===== src/rtl/dbg_bus_bridge_if.sv =====
// Signal bundle between the debug bridge, its host byte streams and the bus interconnect.
// The master view belongs to the bridge; the slave view to the host/interconnect side.
interface dbg_bus_bridge_if;
    logic [7:0]  rx_data;
    logic        rx_valid;
    logic        rx_ready;
    logic [7:0]  tx_data;
    logic        tx_valid;
    logic        tx_ready;
    logic        stb;
    logic        ack;
    logic        rw;
    logic [31:0] addr;
    logic [31:0] dtw;
    logic [31:0] dtr;
    logic        busy;

    modport master (
        input  rx_data, rx_valid, tx_ready, ack, dtr,
        output rx_ready, tx_data, tx_valid, stb, rw, addr, dtw, busy
    );

    modport slave (
        output rx_data, rx_valid, tx_ready, ack, dtr,
        input  rx_ready, tx_data, tx_valid, stb, rw, addr, dtw, busy
    );
endinterface


===== src/rtl/dbg_bus_bridge.sv =====
// Host byte-command to single-transfer bus bridge: parses R/W commands, issues one bus
// strobe, waits for ack with a timeout and streams a status/data response back.
module dbg_bus_bridge #(
    parameter int unsigned TIMEOUT_BITS = 8
) (
    input logic              clk,
    input logic              reset,
    dbg_bus_bridge_if.master dbg
);
    localparam logic [2:0] StIdle = 3'd0;
    localparam logic [2:0] StAddr = 3'd1;
    localparam logic [2:0] StData = 3'd2;
    localparam logic [2:0] StBus  = 3'd3;
    localparam logic [2:0] StWait = 3'd4;
    localparam logic [2:0] StResp = 3'd5;

    localparam logic [TIMEOUT_BITS-1:0] TmoMax = '1;
    localparam logic [TIMEOUT_BITS-1:0] TmoOne = {{(TIMEOUT_BITS-1){1'b0}}, 1'b1};

    logic [2:0]              state_q, state_d;
    logic [2:0]              byte_cnt_q, byte_cnt_d;
    logic [TIMEOUT_BITS-1:0] tmo_q, tmo_d;
    logic                    rw_q, rw_d;
    logic [31:0]             addr_q, addr_d;
    logic [31:0]             dtw_q, dtw_d;
    logic [39:0]             rsp_q, rsp_d;
    logic [2:0]              rsp_len_q, rsp_len_d;

    logic        rx_fire, tx_fire;
    logic [39:0] ok_rsp;
    logic [2:0]  ok_len;

    assign rx_fire = dbg.rx_valid && dbg.rx_ready;
    assign tx_fire = dbg.tx_valid && dbg.tx_ready;
    // Read success returns 'K' plus the data captured in the ack cycle; write returns 'K' only.
    assign ok_rsp  = rw_q ? {8'h4B, 32'h0} : {8'h4B, dbg.dtr};
    assign ok_len  = rw_q ? 3'd1 : 3'd5;

    always_comb begin
        state_d    = state_q;
        byte_cnt_d = byte_cnt_q;
        tmo_d      = tmo_q;
        rw_d       = rw_q;
        addr_d     = addr_q;
        dtw_d      = dtw_q;
        rsp_d      = rsp_q;
        rsp_len_d  = rsp_len_q;
        case (state_q)
            StIdle: begin
                if (rx_fire) begin
                    byte_cnt_d = '0;
                    tmo_d      = '0;
                    if (dbg.rx_data == 8'h52) begin
                        rw_d    = 1'b0;
                        state_d = StAddr;
                    end else if (dbg.rx_data == 8'h57) begin
                        rw_d    = 1'b1;
                        state_d = StAddr;
                    end else begin
                        rsp_d     = {8'h45, 32'h0};
                        rsp_len_d = 3'd1;
                        state_d   = StResp;
                    end
                end
            end
            StAddr: begin
                if (rx_fire) begin
                    addr_d     = {addr_q[23:0], dbg.rx_data};
                    byte_cnt_d = byte_cnt_q + 3'd1;
                    if (byte_cnt_q == 3'd3) begin
                        byte_cnt_d = '0;
                        tmo_d      = '0;
                        state_d    = rw_q ? StData : StBus;
                    end
                end
            end
            StData: begin
                if (rx_fire) begin
                    dtw_d      = {dtw_q[23:0], dbg.rx_data};
                    byte_cnt_d = byte_cnt_q + 3'd1;
                    if (byte_cnt_q == 3'd3) begin
                        byte_cnt_d = '0;
                        tmo_d      = '0;
                        state_d    = StBus;
                    end
                end
            end
            StBus: begin
                byte_cnt_d = '0;
                tmo_d      = '0;
                if (dbg.ack) begin
                    rsp_d     = ok_rsp;
                    rsp_len_d = ok_len;
                    state_d   = StResp;
                end else begin
                    state_d = StWait;
                end
            end
            StWait: begin
                tmo_d = tmo_q + TmoOne;
                if (dbg.ack) begin
                    tmo_d     = '0;
                    rsp_d     = ok_rsp;
                    rsp_len_d = ok_len;
                    state_d   = StResp;
                end else if (tmo_d == TmoMax) begin
                    tmo_d     = '0;
                    rsp_d     = {8'h54, 32'h0};
                    rsp_len_d = 3'd1;
                    state_d   = StResp;
                end
            end
            StResp: begin
                if (tx_fire) begin
                    if (byte_cnt_q == rsp_len_q - 3'd1) begin
                        byte_cnt_d = '0;
                        state_d    = StIdle;
                    end else begin
                        byte_cnt_d = byte_cnt_q + 3'd1;
                        rsp_d      = {rsp_q[31:0], 8'h00};
                    end
                end
            end
            default: state_d = StIdle;
        endcase
    end

    always_ff @(posedge clk or posedge reset) begin
        if (reset) begin
            state_q    <= StIdle;
            byte_cnt_q <= '0;
            tmo_q      <= '0;
            rw_q       <= 1'b0;
            addr_q     <= '0;
            dtw_q      <= '0;
            rsp_q      <= '0;
            rsp_len_q  <= '0;
        end else begin
            state_q    <= state_d;
            byte_cnt_q <= byte_cnt_d;
            tmo_q      <= tmo_d;
            rw_q       <= rw_d;
            addr_q     <= addr_d;
            dtw_q      <= dtw_d;
            rsp_q      <= rsp_d;
            rsp_len_q  <= rsp_len_d;
        end
    end

    // rx_ready is gated by reset so the host sees no acceptance while reset is held.
    assign dbg.rx_ready = !reset &&
                          (state_q == StIdle || state_q == StAddr || state_q == StData);
    assign dbg.tx_valid = (state_q == StResp);
    assign dbg.tx_data  = rsp_q[39:32];
    assign dbg.stb      = (state_q == StBus);
    assign dbg.busy     = (state_q != StIdle);
    assign dbg.rw       = rw_q;
    assign dbg.addr     = addr_q;
    assign dbg.dtw      = dtw_q;
endmodule

===== src/flat_wrapper.sv =====
// flat-port wrapper written by rule: the top's interface ports become plain ports
module dbg_bus_bridge_flat 
#(
    parameter int unsigned TIMEOUT_BITS = 8
)
  (clk, reset, dbg_rx_data, dbg_rx_valid, dbg_tx_ready, dbg_ack, dbg_dtr, dbg_rx_ready, dbg_tx_data, dbg_tx_valid, dbg_stb, dbg_rw, dbg_addr, dbg_dtw, dbg_busy);
  dbg_bus_bridge_if dbg_i ();
  input logic clk;
  input logic reset;
  input wire logic [$bits(dbg_i.rx_data)-1:0] dbg_rx_data;
  input wire logic [$bits(dbg_i.rx_valid)-1:0] dbg_rx_valid;
  input wire logic [$bits(dbg_i.tx_ready)-1:0] dbg_tx_ready;
  input wire logic [$bits(dbg_i.ack)-1:0] dbg_ack;
  input wire logic [$bits(dbg_i.dtr)-1:0] dbg_dtr;
  output wire logic [$bits(dbg_i.rx_ready)-1:0] dbg_rx_ready;
  output wire logic [$bits(dbg_i.tx_data)-1:0] dbg_tx_data;
  output wire logic [$bits(dbg_i.tx_valid)-1:0] dbg_tx_valid;
  output wire logic [$bits(dbg_i.stb)-1:0] dbg_stb;
  output wire logic [$bits(dbg_i.rw)-1:0] dbg_rw;
  output wire logic [$bits(dbg_i.addr)-1:0] dbg_addr;
  output wire logic [$bits(dbg_i.dtw)-1:0] dbg_dtw;
  output wire logic [$bits(dbg_i.busy)-1:0] dbg_busy;
  assign dbg_i.rx_data = dbg_rx_data;
  assign dbg_i.rx_valid = dbg_rx_valid;
  assign dbg_i.tx_ready = dbg_tx_ready;
  assign dbg_i.ack = dbg_ack;
  assign dbg_i.dtr = dbg_dtr;
  assign dbg_rx_ready = dbg_i.rx_ready;
  assign dbg_tx_data = dbg_i.tx_data;
  assign dbg_tx_valid = dbg_i.tx_valid;
  assign dbg_stb = dbg_i.stb;
  assign dbg_rw = dbg_i.rw;
  assign dbg_addr = dbg_i.addr;
  assign dbg_dtw = dbg_i.dtw;
  assign dbg_busy = dbg_i.busy;
  dbg_bus_bridge #(.TIMEOUT_BITS(TIMEOUT_BITS)) u_core (.clk(clk), .reset(reset), .dbg(dbg_i));
endmodule

===== config.mk =====
export PLATFORM = sky130hd
export DESIGN_NAME = dbg_bus_bridge_flat
export DESIGN_NICKNAME = d
export VERILOG_FILES = /design/src/rtl/dbg_bus_bridge_if.sv /design/src/rtl/dbg_bus_bridge.sv /design/src/flat_wrapper.sv
export SDC_FILE = /design/constraint.sdc
export NUM_CORES = 1
export LEC_CHECK = 0
export CELL_PAD_IN_SITES_DETAIL_PLACEMENT = 0
export CELL_PAD_IN_SITES_GLOBAL_PLACEMENT = 2
export CORE_MARGIN = 5
export CORE_UTILIZATION = 34
export CTS_CLUSTER_DIAMETER = 150
export DETAILED_ROUTE_END_ITERATION = 10
export HOLD_SLACK_MARGIN = 0.15
export PLACE_DENSITY_LB_ADDON = 0.12
export SYNTH_ARGS = -nofsm -noshare
export SYNTH_HDL_FRONTEND = slang
export SYNTH_SLANG_ARGS = --single-unit

===== constraint.sdc =====
create_clock -name clk -period 5.3 [get_ports clk]
set_clock_uncertainty 0.2 [all_clocks]
set_input_delay 0.53 -clock clk [delete_from_list [all_inputs] [get_ports clk]]
set_output_delay 0.53 -clock clk [all_outputs]
set_load 0.05 [all_outputs]

After elaboration in Yosys (flattened, before gate mapping) --
Cells that the tools add are included.
Storage, ports and cells: register bits 122, input port bits 45, output and inout port bits 77, word-level logic and storage cells 103
Cells by class: reductions and logical operators 22, muxes and demuxes 46, add/subtract/negate cells 3, eq/ne operators 24
Operators by type and width (count):
- two-way mux 40 bit | 8
- one-hot mux 40 bit (4 select lines) | 1
- two-way mux 3 bit | 23
- two-way mux 8 bit | 5
- two-way mux 32 bit | 1
- one-hot mux 8 bit (4 select lines) | 1
- one-hot mux 3 bit (6 select lines) | 1
- equality test 8 x 7 -> 1 bit (second input constant) | 2
- AND reduction 8 bit | 2
- != test 2 x 1 -> 1 bit (second input constant) | 7
- != test 2 bit (second input constant) | 6
- one-hot mux 3 bit (4 select lines) | 1
- nonzero test 4 bit | 3
- equality test 3 x 2 -> 1 bit (second input constant) | 3
- one-hot mux 3 bit (3 select lines) | 1
- adder 8 x 1 -> 8 bit (second input constant) | 1
- equality test 8 bit (second input constant) | 1
- AND reduction 4 bit | 2
- equality test 3 bit (second input constant) | 2
- AND reduction 6 bit | 1
- nonzero test 3 bit | 2
- two-way mux 1 bit | 4
- AND reduction 2 bit | 2
- adder 3 x 1 -> 3 bit (second input constant) | 1
- other kinds (11) | 14

Logic depth before layout (Yosys ltp) --
word-level depth 7, depth in mapped cells 8, gate-level depth less buffers 7

Worst setup path after synthesis --
OpenSTA, ideal clock, no wires.
path type reg-to-output, start register u_core.state_q[0], end output port dbg_rx_ready, arrival 1.829 ns, required time 4.570 ns, path slack 2.741 ns, stages on the path, launching flop included 4, path through dfrtp_1 clkbuf_1 and2_1 nor3_1
Between the ends: cells in the longest elaborated chain, start to end 4
Ends and longest elaborated chain:
- start, declared | line dbg_bus_bridge.sv:20 | logic [2:0] state_q, state_d;
- start signal, assigned | line dbg_bus_bridge.sv:130 | state_q <= StIdle;
- start signal, assigned | line dbg_bus_bridge.sv:139 | state_q <= state_d;
- equality test 3 x 1 -> 1 bit / zero test 3 bit (equally long branches) | line dbg_bus_bridge.sv:152 | (state_q == StIdle || state_q == StAddr || state_q == StData);
- logical OR 1 bit | line dbg_bus_bridge.sv:152
- logical OR 1 bit (*) | line dbg_bus_bridge.sv:152
- logical AND 1 bit (*) | line dbg_bus_bridge.sv:151 | assign dbg.rx_ready = !reset &&
- end, declared | line flat_wrapper.sv:15 | output wire logic [$bits(dbg_i.rx_ready)-1:0] dbg_rx_ready;
Mark *: on every way between the ends. The rest lies on a longest branch, timed or not.

Worst setup path after layout --
start register u_core.state_q[0], end output port dbg_tx_valid
Between the ends: cells in the longest elaborated chain, start to end 1
Ends and longest elaborated chain:
- equality test 3 bit | line dbg_bus_bridge.sv:153 | assign dbg.tx_valid = (state_q == StResp);
- end, declared | line flat_wrapper.sv:17 | output wire logic [$bits(dbg_i.tx_valid)-1:0] dbg_tx_valid;
Every way passes these cells.

==> results.toml <==
[global_routing]
grt_pass1_vias = 3872
antenna_found_initial = 0
grt_pass1_wl_um = 21000
grt.overflow.total = 0
grt_use_total_pct = 13.7
grt_start_max_net_pins = 58

[synth]
synth_xor_area_share_pct = 0.936
synth-adder-area-share_pct = 1.11
ys_types = 51
seq_area_frac_synth_pct = 53.9
synth-compound-area-share_pct = 9.61
synthSimpleGateAreaFrac_pct = 7.00
syn_area_um2 = 5610
synthFlopType = "dfrtp_1"
yosys_warnings = 0
synth.ff_latch_count = 121
synth-edff-count = 0
synth_cells = 449
ys_async_sr_fraction_pct = 100
syn_area_per_cell_um2 = 12.5
synth_top_family_by_area = "multiplexers"
syn-num-nets = 499
synth_mux_area_share_pct = 22.6

[timing]
period_share_pct = 70.2
slew_violations = 0
finalSetupViolations = 0
relSlewSlack_pct = 34.3
hold_violations = 0
worst_slew_pin_slew_ns = 0.985
holdWs_ns = 0.281
fin_crit_ns = 3.72
max_freq_ghz = 0.269
rsz0062_at_grt = "false"
setup_tns_ns = 0

[detailed_routing]
avgViaCountPerCell = 4.73
drt-pass1-iter-count = 4
drt_iter0_drc = 147
ant_nets = 0
num_vias = 3782
totalWireLength_um = 12900
wl_per_cell_um = 16.1
route.detailed.drc = 0

[clock_tree]
numCtsBuffers = 17
cts_setup_buffers = 0
hold_buffers = 0
clkLatencyLatePin_ns = 0.41
cts_max_path_buffers = 2
cts.sinks = 121
root_buffer = "clkbuf_16"
cts_resized = 0
cts_tree = "yes"
htree_num_levels = 4
clk_pin_slew_ns = 0.06

[finish]
design_area_um2 = 7580
drive_above_1_share_pct = 23.8
num-fill-cells = 1509
nets = 616
final_util_pct = 46.2
syn2layout_area_growth_pct = 35.0
num_antenna_cells = 0

[setup_path]
crit_path_end_kind = "output pin"
reg2regPathDepth = 7
r2r-start = "u_core.state_q[2]$_DFFE_PP0P_"
rrSetupSlack_ns = 1.67
crit_chain = "nor2b_1 -> nand2_1 -> inv_2 -> clkdlybuf4s50_1"
endpoint = "dbg_tx_valid"
critPathRequiredTime_ns = 4.57
cp_slowest_cell = "clkdlybuf4s50_1"
cp_num_cells = 4
critPathKind = "reg -> out"
cp-start-kind = "flip-flop"
max_stage_delay_ns = 0.91
cp_max_fo = 28
worstPathArrival_ns = 2.99
reg2reg_to = "u_core.rsp_q[10]$_DFFE_PP0P_"
startpoint = "u_core.state_q[0]$_DFFE_PP0P_"
path_buf_inv = 2
cp_top_family = "buffers and inverters"

[die]
start_util_pct = 34.2
die_area_um2 = 19200
ios = 122
core_um2 = 16400
rows = 47
die_h_um = 138
chipWidth_um = 138

[worst_hold_path]
hold_path_startpoint = "u_core.rsp_len_q[0]$_DFFE_PP0P_"
min_path_type = "reg -> reg"

[power]
p_leak_nw = 3.52
irDropWorstVdd_mv = 0.260
p_per_area_nw_per_um2 = 648

[placement]
dp_hpwl_um = 9000
gp_congestion = 0.821
placed_cell_area_um2 = 6980
io_buffers = 121

[status]
status = "finished clean"

[job]
maxCapViolCount = 0
-- cell type report --
cell class / count / area (um^2) / share of cell area (%)
repair buffers: 126 / 1250 / 16.5
well taps: 220 / 275 / 3.63
clock inverters: 13 / 145 / 1.91
clock buffers: 19 / 453 / 5.98
inverters: 27 / 104 / 1.37
flip-flops and latches: 121 / 3030 / 39.9
multi-input cells: 273 / 2330 / 30.7
-- worst min path at each step --
stage                                            endpoint  slack (ns)  cells past startpoint
final                     u_core.rsp_len_q[0]$_DFFE_PP0P_        0.28                      1
after global routing      u_core.rsp_len_q[0]$_DFFE_PP0P_        0.30                      1
after CTS                 u_core.rsp_len_q[0]$_DFFE_PP0P_        0.29                      1
after detailed placement  u_core.rsp_len_q[0]$_DFFE_PP0P_        0.27                      1
after global placement    u_core.rsp_len_q[0]$_DFFE_PP0P_        0.26                      1
after floorplan           u_core.rsp_len_q[0]$_DFFE_PP0P_        0.24                      1
-- cells in the final DEF (no fill, tap or decap), drive strengths merged, types with 2 or more instances in the layout --
cell,netlist,layout
a22oi,3,3
nor2b,3,3
and3,2,2
bufinv,0,2
a21oi,16,16
nor3,8,8
ha,5,5
dfrtp,121,121
clkbuf,7,19
nand3,6,6
mux2i,13,13
mux2,92,92
nand2b,4,4
inv,27,29
or2,2,2
clkinvlp,0,3
xor2,4,4
o21ai,15,15
nand2,30,30
buf,21,5
clkinv,0,6
a31oi,7,7
xnor2,2,2
clkdlybuf4s50,0,121
nand3b,3,3
o211ai,2,2
nand4,2,2
a22o,24,24
nor2,14,14
-- through the flow --
stage | std cells | power, mW | setup WS [ns]
CTS | 799 | 4.98 | 1.51
floorplan | 449 | 3.21 | 1.36
global placement | 767 | 3.78 | 1.31
global route | 799 | 5.19 | 1.39
finish | 799 | 4.91 | 1.58
detailed placement | 767 | 3.80 | 1.26
-- worst register-to-register path: stages (launching register included) --
cell      delay, ns
dfrtp_1        0.55
and2b_1        0.39
nand2_1        0.16
o32a_1         0.23
a311oi_2       0.32
nand3_2        0.80
buf_4          0.54
mux2_4         0.32
-- routing by layer --
layer  global-route usage [%]  share of wire [%]  vias to the layer above
met3                     4.28                5.4                       17
met4                     5.30                1.7                        0
met5                        0                  0                        -
met1                     17.7                 46                     1837
li1                         -                  -                     1831
met2                     21.5                 47                       97
-- synth_stat cells (3+ instances only) --
| cell | instances | share of area (%) |
|---|---|---|
| ha_1 | 5 | 1.1 |
| nor2_1 | 14 | 0.94 |
| mux2i_1 | 13 | 2.3 |
| nor3_1 | 8 | 0.71 |
| dfrtp_1 | 121 | 54 |
| buf_6 | 3 | 0.60 |
| inv_1 | 25 | 1.7 |
| nand2_1 | 30 | 2.0 |
| nand3_1 | 5 | 0.45 |
| o21ai_0 | 13 | 1.2 |
| clkbuf_1 | 7 | 0.47 |
| a22o_1 | 24 | 3.7 |
| a31oi_1 | 7 | 0.78 |
| mux2_4 | 27 | 7.2 |
| buf_2 | 9 | 0.80 |
| a21oi_1 | 16 | 1.4 |
| xor2_1 | 4 | 0.62 |
| nand2b_1 | 4 | 0.45 |
| mux2_2 | 65 | 13 |
| nand3b_1 | 3 | 0.40 |
| a22oi_1 | 3 | 0.40 |
| buf_4 | 8 | 1.1 |
-- logic make-up (layout without fill, tap and decap cells) --
kind of cell	count (synthesis)	in the layout
DFF	121	121
muxes	105	105
and+or+nand+nor	80	80
AOI/OAI and AO/OA	77	77
buffers and inverters	55	185
xor gates and xnor gates	6	6
adders and majority gates	5	5
-- where the power goes --
group	internal [mW]	leakage, nW	total (mW)	switching, mW
clock network	0.720	0.286	1.15	0.429
registers	1.23	1.61	1.48	0.244
logic	0.973	1.62	2.28	1.31
-- flip-flops by register name (all words and copies together) (netlist names) --
register,count
u_core.state_q,3
u_core.rsp_len_q,2
u_core.byte_cnt_q,3
u_core.dbg.addr,32
u_core.rsp_q,40
u_core.dbg.rw,1
u_core.dbg.dtw,32
u_core.tmo_q,8
Note: power is estimated with default switching activity, not from simulation.
